--- config.mk ---
export PLATFORM = sky130hd
export DESIGN_NAME = bcd2_excess3
export DESIGN_NICKNAME = d
export VERILOG_FILES = /design/src/rtl/bcd_pkg.sv /design/src/rtl/bcd_digit_xs3.sv /design/src/rtl/bcd2_excess3.sv
export SDC_FILE = /design/constraint.sdc
export NUM_CORES = 1
export LEC_CHECK = 0
export BUFFER_PORTS_ARGS = -buffer_cell sky130_fd_sc_hd__buf_4
export CAP_MARGIN = 20
export CORE_AREA = 5 5 42 44
export CTS_CLUSTER_SIZE = 20
export DETAILED_ROUTE_END_ITERATION = 10
export DIE_AREA = 0 0 47 49
export GPL_TIMING_DRIVEN = 0
export PLACE_DENSITY = 0.42
export SLEW_MARGIN = 20
export SYNTH_ARGS = -nofsm -noshare
export SYNTH_HDL_FRONTEND = slang
export SYNTH_SLANG_ARGS = --single-unit
--- constraint.sdc ---
create_clock -name clk -period 0.88 [get_ports clk]
set_clock_uncertainty 0.15 [all_clocks]
set_input_delay 0.044 -clock clk [delete_from_list [all_inputs] [get_ports clk]]
set_output_delay 0.044 -clock clk [all_outputs]
set_load 0.02 [all_outputs]
--- src/rtl/bcd_pkg.sv ---
// Shared constants for the BCD to Excess-3 conversion stage.
// Excess-3 offset, invalid marker and the largest legal BCD digit.
package bcd_pkg;
  localparam logic [3:0] XS3_OFFSET  = 4'd3;
  localparam logic [3:0] XS3_INVALID = 4'b0000;
  localparam logic [3:0] BCD_MAX     = 4'd9;
endpackage

--- src/rtl/bcd_digit_xs3.sv ---
// Single-digit combinational BCD to Excess-3 converter.
// Non-BCD input yields the 0000 marker, never a legal Excess-3 code.
module bcd_digit_xs3
  import bcd_pkg::*;
(
  input  logic [3:0] bcd,
  output logic [3:0] xs3,
  output logic       bad
);

  always_comb begin
    bad = (bcd > BCD_MAX);
    xs3 = bad ? XS3_INVALID : bcd + XS3_OFFSET;
  end

endmodule

--- src/rtl/bcd2_excess3.sv ---
// Registered multi-digit BCD to Excess-3 converter stage.
// One-cycle latency; outputs hold their last word while in_vld is low.
module bcd2_excess3
  import bcd_pkg::*;
#(
  parameter int unsigned DIGITS = 1
) (
  input  logic                  clk,
  input  logic                  rst_n,
  input  logic                  in_vld,
  input  logic [4*DIGITS-1:0]   dat_in,
  output logic                  out_vld,
  output logic [4*DIGITS-1:0]   dat_out,
  output logic                  err
);

  logic [4*DIGITS-1:0] xs3;
  logic [DIGITS-1:0]   bad;

  for (genvar g = 0; g < DIGITS; g++) begin : g_dig
    bcd_digit_xs3 u_dig (
      .bcd (dat_in[4*g +: 4]),
      .xs3 (xs3[4*g +: 4]),
      .bad (bad[g])
    );
  end

  always_ff @(posedge clk or negedge rst_n) begin
    if (!rst_n) begin
      out_vld <= 1'b0;
      dat_out <= '0;
      err     <= 1'b0;
    end else begin
      out_vld <= in_vld;
      if (in_vld) begin
        dat_out <= xs3;
        err     <= |bad;
      end
    end
  end

endmodule

==> results of run 1 <==
power by group:
group | internal (uW) | switching (uW)
Combinational | 152 | 114
Sequential | 306 | 21.1
Clock | 172 | 97.6
synthesized netlist by cell type, drive strengths merged:
| master | instances | area share [%] |
|---|---|---|
| a21oi | 1 | 1.6 |
| bufinv | 1 | 5.6 |
| dfrtp | 6 | 48 |
| ha | 2 | 8.0 |
| inv | 6 | 7.2 |
| mux2 | 1 | 4.8 |
| nor2 | 1 | 2.0 |
| o21ai | 2 | 4.4 |
| o21ba | 1 | 5.2 |
| o22ai | 4 | 8.0 |
| or2 | 1 | 2.0 |
| xor2 | 1 | 2.8 |
state kept, by name (all words and copies together), names as in the netlist:
register / count
err: 1
dat_out: 4
out_vld: 1
final cells by class:
| type | count | area, sq um | area share (%) |
|---|---|---|---|
| Multi-Input combinational cell | 14 | 160 | 28.3 |
| Clock buffer | 4 | 26.3 | 4.65 |
| Timing Repair Buffer | 16 | 155 | 27.4 |
| Tap cell | 16 | 20.0 | 3.54 |
| Inverter | 7 | 52.6 | 9.29 |
| Sequential cell | 6 | 151 | 26.8 |
repair_timing:
| item | 4_1_cts | 5_1_grt |
|---|---|---|
| buffers inserted | 2 | 0 |
| setup endpoints to repair | 8 | 10 |
| pin swaps | 1 | 1 |
| cloned | 0 | 0 |
| resized for setup | 9 | 3 |
| hold endpoints to repair | 12 | 9 |
per-layer routing:
layer,up-vias,share of wire [%]
met2,13,45
met4,0,5.8
met3,4,8.1
li1,128,-
met1,110,40
met5,-,0
kinds of logic after synthesis:
logic type / after synthesis
XOR/XNOR: 1
flip-flops: 6
AO/OA/AOI/OAI: 8
AND/OR/NAND/NOR: 2
buffers and inverters: 7
adder cells (fa/ha/maj): 2
multiplexers: 1
stage by stage:
| stage | worst slack (ns) | util [%] |
|---|---|---|
| 6_report | -0.0976 | 40.4 |
| 5_1_grt | -0.125 | 40.4 |
| 4_1_cts | -0.113 | 39.6 |
| 3_5_place_dp | -0.273 | 32.9 |
| 3_3_place_gp | -0.267 | 32.9 |
| 2_1_floorplan | -0.0922 | - |
placed cells by master (no fill, tap or decap), types with 2 or more instances in the layout:
master         count
inv_2              3
buf_4              6
o22ai_1            3
ha_4               2
inv_1              2
dfrtp_1            5
buf_6              8
dlygate4sd3_1      2
clkbuf_4           3
path summary, 6_finish.rpt:
path	slack, ns	to
worst max-delay path	-0.1	err
worst min-delay path	-0.16	out_vld
worst max register to register	-0.05	err
worst min register to register	0.38	err
max in group asynchronous	0.46	err
min in group asynchronous	-0.01	out_vld
==> metrics.md, run 1 <==
| Metric | Value |
|---|---|
| Hold-critical path depth | `1` |
| RR Startpoint | `err` |
| Grt total ovfl | `0` |
| RSZ-0062 raised after global routing | `true` |
| Fin area | `566 sq um` |
| Status | `complete, but fails checks` |
| Via density | `4.05` |
| Fillers | `between 150 and 200` |
| Setup violators final | `7` |
| Residual DRC | `0` |
| DP HPWL | `517 um` |
| Netlist cell types | `13` |
| Rows | `14` |
| Adder-cell share of the synthesized area | `between 8 and 9%` |
| Final worst-path cycle share | `111%` |
| Final Worst Setup Slack | `-0.0976 ns` |
| Number of global-route vias before repair | `268` |
| Final #Nets | `between 50 and 60` |
| Synthesized area | `312 sq um` |
| Wire length per cell | `9.83 um` |
| Fin cells | `63` |
| DR vias | `255` |
| Met1 usage | `approximately 8.1%` |
| Flops & latches, synth | `6` |
| I/O Buffers | `12` |
| Inserted Diodes | `0` |
| Die Height | `49 um` |
| Initial antenna violation count | `0` |
| Critical path fanouts, max | `2` |
| Setup tns final | `-0.516 ns` |
| Critical path's slowest cell | `dfrtp_2` |
| Setup Crit Path Kind | `reg2out` |
| Warnings from Yosys | `0` |
| Worst-margin pin slew | `0.149 ns` |
| Pwr Total | `roughly 860 uW` |
| Max Root-Sink Buffers | `2` |
| Lkg Pwr | `0.000261 uW` |
| Register area share after synthesis | `48.2%` |
| Most Crowded Layer GR | `met4` |
| Drt total wl | `a little over 600 um` |
| Slowest stage delay, CP | `0.41 ns` |
| Initial detailed-routing violation count | `0` |
| Proportion of layout cells with a drive suffix above 1 | `63.8%` |
| Buf/Inv on CP | `1` |
| Relative slew slack | `90.0%` |
| Worst Setup SP | `err` |
| P per Cell Area | `1530 nW/um^2` |
| Top delay family on crit path | `flip-flops` |
| Syn_area_per_cell | `11.5 sq um` |
| Max Cap Viol | `0` |
| F_max | `1020 MHz` |
| Synth Area in XOR/XNOR | `2.81%` |
| First-pass GRT wire length | `between 900 and 1000 um` |
| Initial Utilization | `between 20% and 30%` |
| Hold Path Class | `in2reg` |
| Critical Path End Type | `output port` |
| Met2 Use GR | `7.47%` |
| I/O Pins | `13` |
| Die area | `2300 sq um` |
| Largest net degree at the start of global routing | `9` |
| Synth Area in Compound Gates | `19.3%` |
| Crit. path cell count | `1` |
| GPL Wtd Cong | `between 0.7 and 0.8` |
| Mapped Cells | `27` |
| Hold slack | `-0.157 ns` |
| Post-Synth Simple-Gate Area | `4.02%` |
| Core Region | `1400 sq um` |
| Worst endpoint data arrival time | `approximately 0.78 ns` |
| Sink Count | `6` |
| Reg2Reg Depth | `1` |
| CTS Buf Count | `3` |
| Placed cells | `55` |
| Failing checks | `hold timing, setup timing` |
| VDD IR max | `455 uV` |
| Die X-Extent | `47 um` |
| Minimum clock period | `0.978 ns` |
| Slew Limit Fails | `0` |
| Largest family of logic cells by synthesized area | `compound AO/OA/AOI/OAI gates` |
| Count of hold-fix buffers inserted at cts | `2` |
| Final Hold Fails | `9` |
| Layout area overhead | `81.5%` |
| Placed inst area | `460 sq um` |
| Mux cell area share after synthesis | `4.82%` |
| Tot GR Track Use | `6.60%` |
| Met3 usage | `0%` |
| CTS root buffer | `clkbuf_4` |
| Critical Path Source Type | `flip-flop` |
| Clock Latency Late Sink | `0.24 ns` |
| Final ANT Viol Nets | `0` |
| DR pass1 iterations | `1` |
| Mapped Nets | `36` |
| Hold Startpoint | `in_vld` |
| CP required | `approximately 0.69 ns` |
| Clock slew at reported path FFs | `0.05 ns` |
| Crit path cell chain | `buf_6` |
| CTS tree | `built` |
| Clock H-tree levels | `1` |
Note: power is estimated with default switching activity, not from simulation.
==> run 2: changes to the inputs <==
--- a/config.mk
+++ b/config.mk
@@ -12,7 +12,7 @@
 export DETAILED_ROUTE_END_ITERATION = 10
 export DIE_AREA = 0 0 47 49
 export GPL_TIMING_DRIVEN = 0
-export PLACE_DENSITY = 0.42
+export PLACE_DENSITY = 0.41
 export SLEW_MARGIN = 20
 export SYNTH_ARGS = -nofsm -noshare
 export SYNTH_HDL_FRONTEND = slang
==> constraint.sdc (replaced) <==
create_clock -name clk -period 0.95 [get_ports clk]
set_clock_uncertainty 0.15 [all_clocks]
set_input_delay 0.0475 -clock clk [delete_from_list [all_inputs] [get_ports clk]]
set_output_delay 0.0475 -clock clk [all_outputs]
set_load 0.02 [all_outputs]
==> metrics.md, run 2 (synthesis gave the netlist of run 1 again) <==
| Metric | Value |
|---|---|
| Via density | `4.06 (+0.34%)` |
| Hold slack | `-0.153 ns (+0.00393 ns)` |
| Commonest non-fill, non-tap cell in the layout | `buf_4` |
| Die area | `2300 sq um (unchanged)` |
| Slowest stage delay, CP | `0.40 ns (about the same)` |
| Initial Utilization | `22.2% (unchanged)` |
| Switching Share | `26.5% (-0.50 points)` |
| Fin area | `558 sq um (-1.3%)` |
| Met1 wire length | `245 um (-2.0%)` |
| Met3 Wirelength | `67 um (+34%)` |
| I/O Pins | `13 (unchanged)` |
| CTS Buf Count | `3 (unchanged)` |
| Minimum clock period | `0.971 ns` |
| FF-to-FF End | `err` |
| Status | `complete, but fails checks` |
| Clock Latency Late Sink | `0.24 ns (about the same)` |
| CP required | `0.75 ns (+0.06 ns)` |
| Residual DRC | `0 (unchanged)` |
| Count of hold-fix buffers inserted at cts | `2 (unchanged)` |
| CTS root buffer | `clkbuf_4` |
| CTS tree | `built` |
| Critical path's slowest cell | `dfrtp_2` |
| Sequential share of power | `37.8% (about the same)` |
| DR pass1 iterations | `2 (+1)` |
| Die Height | `49 um (unchanged)` |
| Die X-Extent | `47 um (unchanged)` |
| Pwr Total | `794 uW (-8.0%)` |
| Clock group share of total power | `31.5% (+0.3 points)` |
| Max Cap Viol | `0 (unchanged)` |
| Area of the multi-input gates | `153 sq um (-4.7%)` |
| Clock slew at reported path FFs | `0.05 ns (about the same)` |
| Reg-to-reg setup timing slack | `0.02 ns (+0.07 ns)` |
| Inserted Diodes | `0 (unchanged)` |
| Hold Startpoint | `in_vld` |
| Max Root-Sink Buffers | `2 (unchanged)` |
| Register area | `151 sq um (unchanged)` |
| Fillers | `150 (-0.66%)` |
| Worst hold endpoint | `out_vld` |
| P per Cell Area | `1420 nW/um^2 (-6.8%)` |
| Final worst-path cycle share | `102%` |
| GPL Wtd Cong | `0.692 (-2.5%)` |
| Most frequent cells in the layout | `buf_4 (10), buf_6 (6), dfrtp_1 (5)` |
| Top flop regs | `dat_out x4, err x1, out_vld x1` |
| Switching power | `210 uW (-9.7%)` |
| Final #Nets | `59 (+3.5%)` |
| Fin cells | `65 (+3.2%)` |
| Placed inst area | `453 sq um (-1.6%)` |
| Top reg by flops | `dat_out` |
| Layout area overhead | `79.1%` |
| Largest net degree at the start of global routing | `9 (unchanged)` |
| Relative slew slack | `87.0% (-3.0 points)` |
| I/O Buffers | `12 (unchanged)` |
| Worst endpoint data arrival time | `0.77 ns (about the same)` |
| Crit. path cell count | `1 (unchanged)` |
| Wire length per cell | `9.94 um (+1.2%)` |
| Crit path cell chain | `buf_6` |
| Critical Path Source Type | `flip-flop` |
| Setup tns final | `-0.0329 ns (+0.483 ns)` |
| Clock H-tree levels | `1 (unchanged)` |
| Setup Crit Path Kind | `reg2out` |
| DR vias | `264 (+3.5%)` |
| Critical Path End Type | `output port` |
| Tot GR Track Use | `7.29% (+0.70 points)` |
| Buf/Inv on CP | `1 (unchanged)` |
| P_int | `584 uW (-7.4%)` |
| Worst-margin pin slew | `0.193 ns (+0.0438 ns)` |
| RSZ-0062 raised after global routing | `true` |
| Hold-critical path depth | `1 (unchanged)` |
| Initial detailed-routing violation count | `5 (+5)` |
| Slew Limit Fails | `0 (unchanged)` |
| Top delay family on crit path | `flip-flops` |
| Rows | `14 (unchanged)` |
| Final Hold Fails | `6 (-3)` |
| Gate power share | `30.7% (-0.2 points)` |
| Final ANT Viol Nets | `0 (unchanged)` |
| Proportion of layout cells with a drive suffix above 1 | `63.3% (-0.56 points)` |
| Met2 WL | `305 um (+8.5%)` |
| Hold Path Class | `in2reg` |
| Number of global-route vias before repair | `307 (+15%)` |
| Setup violators final | `3 (-4)` |
| RR Startpoint | `err` |
| First-pass GRT wire length | `1170 um (+17%)` |
| Max FFs per register | `4 (unchanged)` |
| Sink Count | `6 (unchanged)` |
| Placed cells | `55 (unchanged)` |
| Initial antenna violation count | `0 (unchanged)` |
| Highest metal used | `met4` |
| Critical path fanouts, max | `2 (unchanged)` |
| VDD IR max | `409 uV (-10%)` |
| F_max | `1030 MHz` |
| Reg2Reg Depth | `1 (unchanged)` |
| Drt total wl | `646 um (+4.4%)` |
| Core Region | `1400 sq um (unchanged)` |
| DP HPWL | `524 um (+1.4%)` |
| Grt total ovfl | `0 (unchanged)` |
| Final Worst Setup Slack | `-0.0207 ns (+0.0769 ns)` |
| Failing checks | `hold timing, setup timing` |
| Lkg Pwr | `0.000265 uW (+1.8%)` |
[run 2: power by group through the flow]
| stage | logic, uW | clock network [uW] | registers [uW] |
|---|---|---|---|
| detailed placement | 192 | 0 | 301 |
| floorplan | 71.0 | 0 | 333 |
| finish | 244 | 250 | 300 |
| global placement | 191 | 0 | 299 |
| CTS | 236 | 269 | 301 |
| global route | 265 | 281 | 304 |
[run 2: stage by stage]
stage / setup slack [ns] / util [%]
finish: -0.0207 / 39.8
global route: -0.0623 / 39.8
detailed placement: -0.173 / 32.3
CTS: -0.0409 / 38.8
floorplan: -0.0222 / -
global placement: -0.176 / 32.3
[run 2: how the worst max path moves through the flow]
| stage | startpoint | end | slack [ns] |
|---|---|---|---|
| 2_1_floorplan | err | err | -0.02 |
| 5_1_grt | err | err | -0.06 |
| 4_1_cts | err | err | -0.04 |
| 3_3_place_gp | dat_in[1] | dat_out[2] | -0.18 |
| 6_report | err | err | -0.02 |
| 3_5_place_dp | dat_in[1] | dat_out[2] | -0.17 |
[run 2: timing repair]
item,4_1_cts,5_1_grt
resized for setup,6,2
setup endpoints to repair,6,8
endpoints found under the hold margin,12,6
buffers inserted,3,1
[run 2: layout make-up]
| type | count | share of cell area (%) |
|---|---|---|
| repair buffers | 18 | 29.1 |
| multi-input cells | 14 | 27.4 |
| clock buffers | 4 | 4.71 |
| inverters | 7 | 8.07 |
| flip-flops and latches | 6 | 27.1 |
| well taps | 16 | 3.59 |
[run 2: layer usage]
layer  global-route usage, %  vias to the layer above
li1                        -                      133
met1                    7.83                      118
met2                    10.2                       11
met3                   0.738                        2
met4                    9.68                        0
met5                       0                        -
